==> src/rtl/rede_out_collector.sv <==
// Purpose: collect result words from NCORES rede cores into one tagged FIFO stream via round-robin.
// Latency: 2 cycles from out_en to m_valid (capture edge, then grant/push edge); 1 word/cycle sustained.
// Backpressure: m_ready low holds the head; a full FIFO parks words per core; a re-fire onto a parked word drops the new word and flags overflow.
module rede_out_collector #(
    parameter int NCORES = 21,
    parameter int DW     = 31,
    parameter int EW     = 4,
    parameter int IDW    = 5,
    parameter int DEPTH  = 16,
    localparam int CW    = $clog2(DEPTH + 1),
    localparam int AW    = $clog2(DEPTH)
) (
    input  logic                     clk,
    input  logic                     rst,
    input  logic [NCORES*DW-1:0]     io_out,
    input  logic [NCORES*EW-1:0]     out_en,
    output logic signed [DW-1:0]     m_data,
    output logic [IDW-1:0]           m_core,
    output logic [EW-1:0]            m_tag,
    output logic                     m_valid,
    input  logic                     m_ready,
    output logic [CW-1:0]            count,
    output logic                     overflow,
    output logic [IDW-1:0]           lost_core
);

    typedef struct packed {
        logic signed [DW-1:0] data;
        logic [IDW-1:0]       core;
        logic [EW-1:0]        tag;
    } entry_t;

    // Per-core holding registers
    logic [NCORES-1:0]    pend_q, pend_d;
    logic signed [DW-1:0] pend_data_q [NCORES];
    logic signed [DW-1:0] pend_data_d [NCORES];
    logic [EW-1:0]        pend_tag_q  [NCORES];
    logic [EW-1:0]        pend_tag_d  [NCORES];

    // Arbiter and error tracking
    logic [IDW-1:0]       rr_ptr_q, rr_ptr_d;
    logic                 overflow_q, overflow_d;
    logic [IDW-1:0]       lost_core_q, lost_core_d;

    // FIFO storage and pointers
    entry_t               mem_q [DEPTH];
    entry_t               mem_d [DEPTH];
    logic [AW-1:0]        wr_ptr_q, wr_ptr_d;
    logic [AW-1:0]        rd_ptr_q, rd_ptr_d;
    logic [CW-1:0]        count_q, count_d;

    logic                 gnt_found;
    logic [IDW-1:0]       gnt_idx;
    logic                 grant_vld;
    logic                 pop;
    logic                 can_write;
    entry_t               head;

    // Round-robin search: first pending core at or after rr_ptr, wrapping at NCORES-1
    always_comb begin
        logic [IDW:0]   sum;
        logic [IDW-1:0] idx;
        gnt_found = 1'b0;
        gnt_idx   = '0;
        sum       = '0;
        idx       = '0;
        for (int i = 0; i < NCORES; i++) begin
            sum = {1'b0, rr_ptr_q} + (IDW+1)'(i);
            if (sum >= (IDW+1)'(NCORES)) begin
                sum = sum - (IDW+1)'(NCORES);
            end
            idx = sum[IDW-1:0];
            if (!gnt_found && pend_q[idx]) begin
                gnt_found = 1'b1;
                gnt_idx   = idx;
            end
        end
    end

    // A grant needs FIFO room; a same-cycle pop frees the slot even when full
    always_comb begin
        pop       = (count_q != '0) && m_ready;
        can_write = (count_q < CW'(DEPTH)) || pop;
        grant_vld = gnt_found && can_write;
        rr_ptr_d  = rr_ptr_q;
        if (grant_vld) begin
            rr_ptr_d = (gnt_idx == IDW'(NCORES - 1)) ? '0 : gnt_idx + 1'b1;
        end
    end

    // Capture new words, retire granted ones, and record the lowest-index drop
    always_comb begin
        logic           cap;
        logic           gk;
        logic           drop_found;
        logic [IDW-1:0] drop_idx;
        pend_d      = pend_q;
        pend_data_d = pend_data_q;
        pend_tag_d  = pend_tag_q;
        overflow_d  = overflow_q;
        lost_core_d = lost_core_q;
        drop_found  = 1'b0;
        drop_idx    = '0;
        cap         = 1'b0;
        gk          = 1'b0;
        for (int k = 0; k < NCORES; k++) begin
            cap = |out_en[k*EW +: EW];
            gk  = grant_vld && (gnt_idx == IDW'(k));
            if (cap) begin
                if (pend_q[k] && !gk) begin
                    // Older word still parked: keep it, discard the newcomer
                    if (!drop_found) begin
                        drop_found = 1'b1;
                        drop_idx   = IDW'(k);
                    end
                end else begin
                    pend_d[k]      = 1'b1;
                    pend_data_d[k] = io_out[k*DW +: DW];
                    pend_tag_d[k]  = out_en[k*EW +: EW];
                end
            end else if (gk) begin
                pend_d[k] = 1'b0;
            end
        end
        if (drop_found) begin
            overflow_d = 1'b1;
            if (!overflow_q) begin
                lost_core_d = drop_idx;
            end
        end
    end

    // FIFO write, pointer advance and occupancy update
    always_comb begin
        mem_d    = mem_q;
        wr_ptr_d = wr_ptr_q;
        rd_ptr_d = rd_ptr_q;
        count_d  = count_q;
        if (grant_vld) begin
            mem_d[wr_ptr_q] = '{data: pend_data_q[gnt_idx], core: gnt_idx, tag: pend_tag_q[gnt_idx]};
            wr_ptr_d        = wr_ptr_q + 1'b1;
        end
        if (pop) begin
            rd_ptr_d = rd_ptr_q + 1'b1;
        end
        case ({grant_vld, pop})
            2'b10:   count_d = count_q + 1'b1;
            2'b01:   count_d = count_q - 1'b1;
            default: count_d = count_q;
        endcase
    end

    // Control state with synchronous reset; discards all parked and queued words
    always_ff @(posedge clk) begin
        if (rst) begin
            pend_q      <= '0;
            rr_ptr_q    <= '0;
            wr_ptr_q    <= '0;
            rd_ptr_q    <= '0;
            count_q     <= '0;
            overflow_q  <= 1'b0;
            lost_core_q <= '0;
        end else begin
            pend_q      <= pend_d;
            rr_ptr_q    <= rr_ptr_d;
            wr_ptr_q    <= wr_ptr_d;
            rd_ptr_q    <= rd_ptr_d;
            count_q     <= count_d;
            overflow_q  <= overflow_d;
            lost_core_q <= lost_core_d;
        end
    end

    // Data payloads are only meaningful under their valid/pending bits, so they carry no reset
    always_ff @(posedge clk) begin
        pend_data_q <= pend_data_d;
        pend_tag_q  <= pend_tag_d;
        mem_q       <= mem_d;
    end

    // Head is zeroed while empty so stale entries never leak out
    always_comb begin
        head      = mem_q[rd_ptr_q];
        m_valid   = (count_q != '0);
        m_data    = m_valid ? head.data : '0;
        m_core    = m_valid ? head.core : '0;
        m_tag     = m_valid ? head.tag  : '0;
        count     = count_q;
        overflow  = overflow_q;
        lost_core = lost_core_q;
    end

endmodule

==> config.mk <==
export PLATFORM = sky130hd
export DESIGN_NAME = rede_out_collector
export DESIGN_NICKNAME = d
export VERILOG_FILES = /design/src/rtl/rede_out_collector.sv
export SDC_FILE = /design/constraint.sdc
export NUM_CORES = 2
export LEC_CHECK = 0
export BUFFER_PORTS_ARGS = -buffer_cell sky130_fd_sc_hd__buf_2
export CORE_UTILIZATION = 30
export DETAILED_ROUTE_END_ITERATION = 12
export GPL_ROUTABILITY_DRIVEN = 0
export GPL_TIMING_DRIVEN = 0
export PLACE_DENSITY = 0.47
export SLEW_MARGIN = 20
export SYNTH_ARGS = -nofsm -noshare
export SYNTH_HDL_FRONTEND = slang
export SYNTH_SLANG_ARGS = --single-unit
==> constraint.sdc <==
create_clock -name clk -period 9.84 [get_ports clk]
set_input_delay 1.968 -clock clk [delete_from_list [all_inputs] [get_ports clk]]
set_output_delay 1.968 -clock clk [all_outputs]
set_load 0.05 [all_outputs]
==> flow_summary.toml <==
[yosys]
synth_top_family_by_area = "multiplexers"
synth_simple_gate_area_share_pct = 9.09
ys_async_sr_fraction_pct = 0
syn_area_um2 = 69900
syn-num-nets = 5839
synth_xor_area_share_pct = 1.19
ys_warn_count = 0
netlist-cell-type-count = 128
postSynthAreaPerCell_um2 = 13.8
synthMuxAreaShare_pct = 15.4
synth_seq_area_share_pct = 60.4
synthAdderAreaFrac_pct = 0.655
ys.flop_type = "edfxtp_1"
synth_edf_count = 1375
synth_cells = 5065
synth_compound_area_share_pct = 10.5
ys_ff_latch = 1420

[routing]
drtIter0Drc = 8005
wl_per_cell_um = 37.8
drc = 0
avgViaCountPerCell = 5.93
vias = 55500
finalWirelength_mm = 354
ant_nets = 0
firstDrtPassIters = 9

[floorplan]
rows = 176
die_h_um = 485
initial_core_util_pct = 30.3
die_area_um2 = 235000
num_io_pins = 790
die_w_um = 485
core_um2 = 231000

[setup_path]
r2r_slack_ns = -0.24
required_ns = 10.38
crit_top_cell = "buf_6"
worstSetupPathType = "reg -> reg"
arrival_ns = 10.63
r2r_cells = 34
cp_slowest_cell = "nor4b_1"
r2r_start = "rr_ptr_q[0]$_SDFFE_PP0P_"
reg2reg_to = "mem_q[596]$_DFFE_PP_"
cp-start-kind = "register"
worst_setup_path_end_kind = "register"
max_stage_delay_ns = 1.01
path_max_fanout = 15

[clocking]
insertion_delay_ns = 0.85
htreeDepth = 4
cts_buffer_depth = 3
cts_tree = "done"
cts.sinks = 1420
clk_pin_slew_ns = 0.06
cts_root_buf = "clkbuf_16"
cts_buffers = 158

[place]
placed_cells = 9003
hpwl_mm = 272
placed_area_um2 = 80300
port-buffer-count = 788
place_ws_ns = -3.02

[status]
violations = "negative setup slack"
status = "finished with violations"

[global_route]
antenna_found_initial = 171
grt_pass1_vias = 52400
grt.overflow.total = 0
grt_usage_pct = 29.3
grt_max_degree = 31
grt_pass1_wl_mm = 466

[final_layout]
fillers = 22300
fin_nets = 6926
drive_gt1_share_pct = 30.9
final-instance-count-excl-fill = 9373
design_area_um2 = 86600
syn2layout_area_growth_pct = 23.8

[sta]
hold_viol = 0
slew_headroom_pct = 11.6
slew_violations = 0
min_period_over_period_pct = 102
final.min_clock_period_ns = 10.08
skew_ns = 0.0999
tightest_slew_ns = 1.33
setup_slack_ns = -0.244
setup-violations-final = 352
max_freq_mhz = 99.2

[run]
maxCapViolCount = 0

[hold_path]
hp-class = "reg -> reg"
holdPathEnd = "lost_core[3]$_SDFFE_PP0P_"
hold_path_depth = 2
min-delay-start = "lost_core[3]$_SDFFE_PP0P_"
-- flip-flops by register name (all words and copies together), names as in the netlist --
register     cells
overflow         1
count            5
pend_tag_q      84
rr_ptr_q         5
mem_q          640
pend_q          21
wr_ptr_q         4
lost_core        5
rd_ptr_q         4
pend_data_q    651
-- routing by layer --
metal,GRT usage [%],part of all wire (%)
met1,36.3,38
met5,0,0.20
met2,44.5,44
met4,18.0,7.5
met3,9.25,11
-- worst max-delay path by stage --
stage | endpoint | start | slack (ns) | cells past startpoint
4_1_cts | lost_core[2]$_SDFFE_PP0P_ | rr_ptr_q[0]$_SDFFE_PP0P_ | -0.02 | 39
6_report | mem_q[596]$_DFFE_PP_ | rr_ptr_q[0]$_SDFFE_PP0P_ | -0.24 | 34
2_1_floorplan | pend_data_q[434]$_DFFE_PP_ | rr_ptr_q[0]$_SDFFE_PP0P_ | 0.75 | 33
3_3_place_gp | mem_q[587]$_DFFE_PP_ | rr_ptr_q[0]$_SDFFE_PP0P_ | -7.42 | 25
3_5_place_dp | lost_core[2]$_SDFFE_PP0P_ | rr_ptr_q[0]$_SDFFE_PP0P_ | -3.02 | 37
5_1_grt | lost_core[2]$_SDFFE_PP0P_ | rr_ptr_q[0]$_SDFFE_PP0P_ | -0.01 | 38
-- cells in the mapped netlist (39+ instances only) --
cell	count	area, um^2
buf_2	90	450
nand2b_1	55	344
a211oi_1	88	661
nor3_1	65	325
nor2b_1	78	488
edfxtp_1	1375	41300
nor4_1	49	307
dfxtp_1	45	901
inv_1	54	203
nand3_1	229	1150
nand2_1	402	1510
mux2_2	61	687
mux4_2	247	5560
mux2i_1	446	4460
o211ai_1	54	405
nor2_1	245	920
a21oi_1	220	1100
clkbuf_1	189	709
o22ai_1	39	244
xnor2_1	60	526
buf_1	39	146
o21ai_0	181	906
-- timing repair --
action	CTS	global route
hold buffers	0	0
pin swaps	5	7
gates resized for setup	156	81
buffers inserted	9	11
endpoints found under the setup margin	1683	903
-- per-stage QoR --
step           setup TNS [ns]  hold WS (ns)  utilization (%)
6_report               -30.23         0.507             37.5
5_1_grt               -0.0191         0.544             37.5
4_1_cts               -0.0211         0.503             37.3
3_5_place_dp         -2521.50         0.498             34.8
3_3_place_gp         -9423.78         0.486             33.6
2_1_floorplan               0         0.482                -
-- logic make-up (layout without fill, tap and decap cells) --
kind of cell / after synthesis / after routing
DFF: 1420 / 1420
adders and majority gates: 36 / 36
buffers and inverters: 428 / 1634
and+or+nand+nor: 1305 / 1305
other: 0 / 76
xor gates and xnor gates: 83 / 83
muxes: 756 / 756
AOI/OAI and AO/OA: 1037 / 1037
-- layout by cell type, fill, tap and decap left out, types with 42 or more instances in the layout --
cell and n:
a211oi_1 79, diode_2 76, clkbuf_2 49, nand2_1 398
mux2i_1 433, nor2b_1 68, nand3_1 213, clkbuf_1 164
mux2_2 61, dfxtp_1 42, nor3_1 60, xnor2_1 55
inv_1 54, a21oi_1 208, clkbuf_16 159, buf_4 100
nand2b_1 53, buf_2 869, o211ai_1 54, edfxtp_1 1375
mux4_2 247, nor2_1 223, buf_16 51, o21ai_0 144
-- worst max-delay path: cells and delay by family (launching register included) --
kind                     cells  cell delay [ns]
buffers and inverters       15             3.73
AND/OR/NAND/NOR             10             3.17
AO/OA/AOI/OAI                7             1.71
flip-flops                   1             0.41
multiplexers                 1             0.35
adder cells (fa/ha/maj)      1             0.26
-- area by class of cell --
class                      count  area [um^2]  area share (%)
buffer                       363         2010            2.32
sequential                  1420        42200            48.8
inverter                      60          234           0.270
timing repair buffer         932         6350            7.33
antenna                       76          190           0.220
clock inverter                88          917            1.06
multi-input combinational   3217        26800            30.9
tap                         3026         3790            4.37
clock buffer                 191         4100            4.74
Power is not shown: default switching activity piles up to over one toggle a cycle in this logic, so the estimate is an artifact.
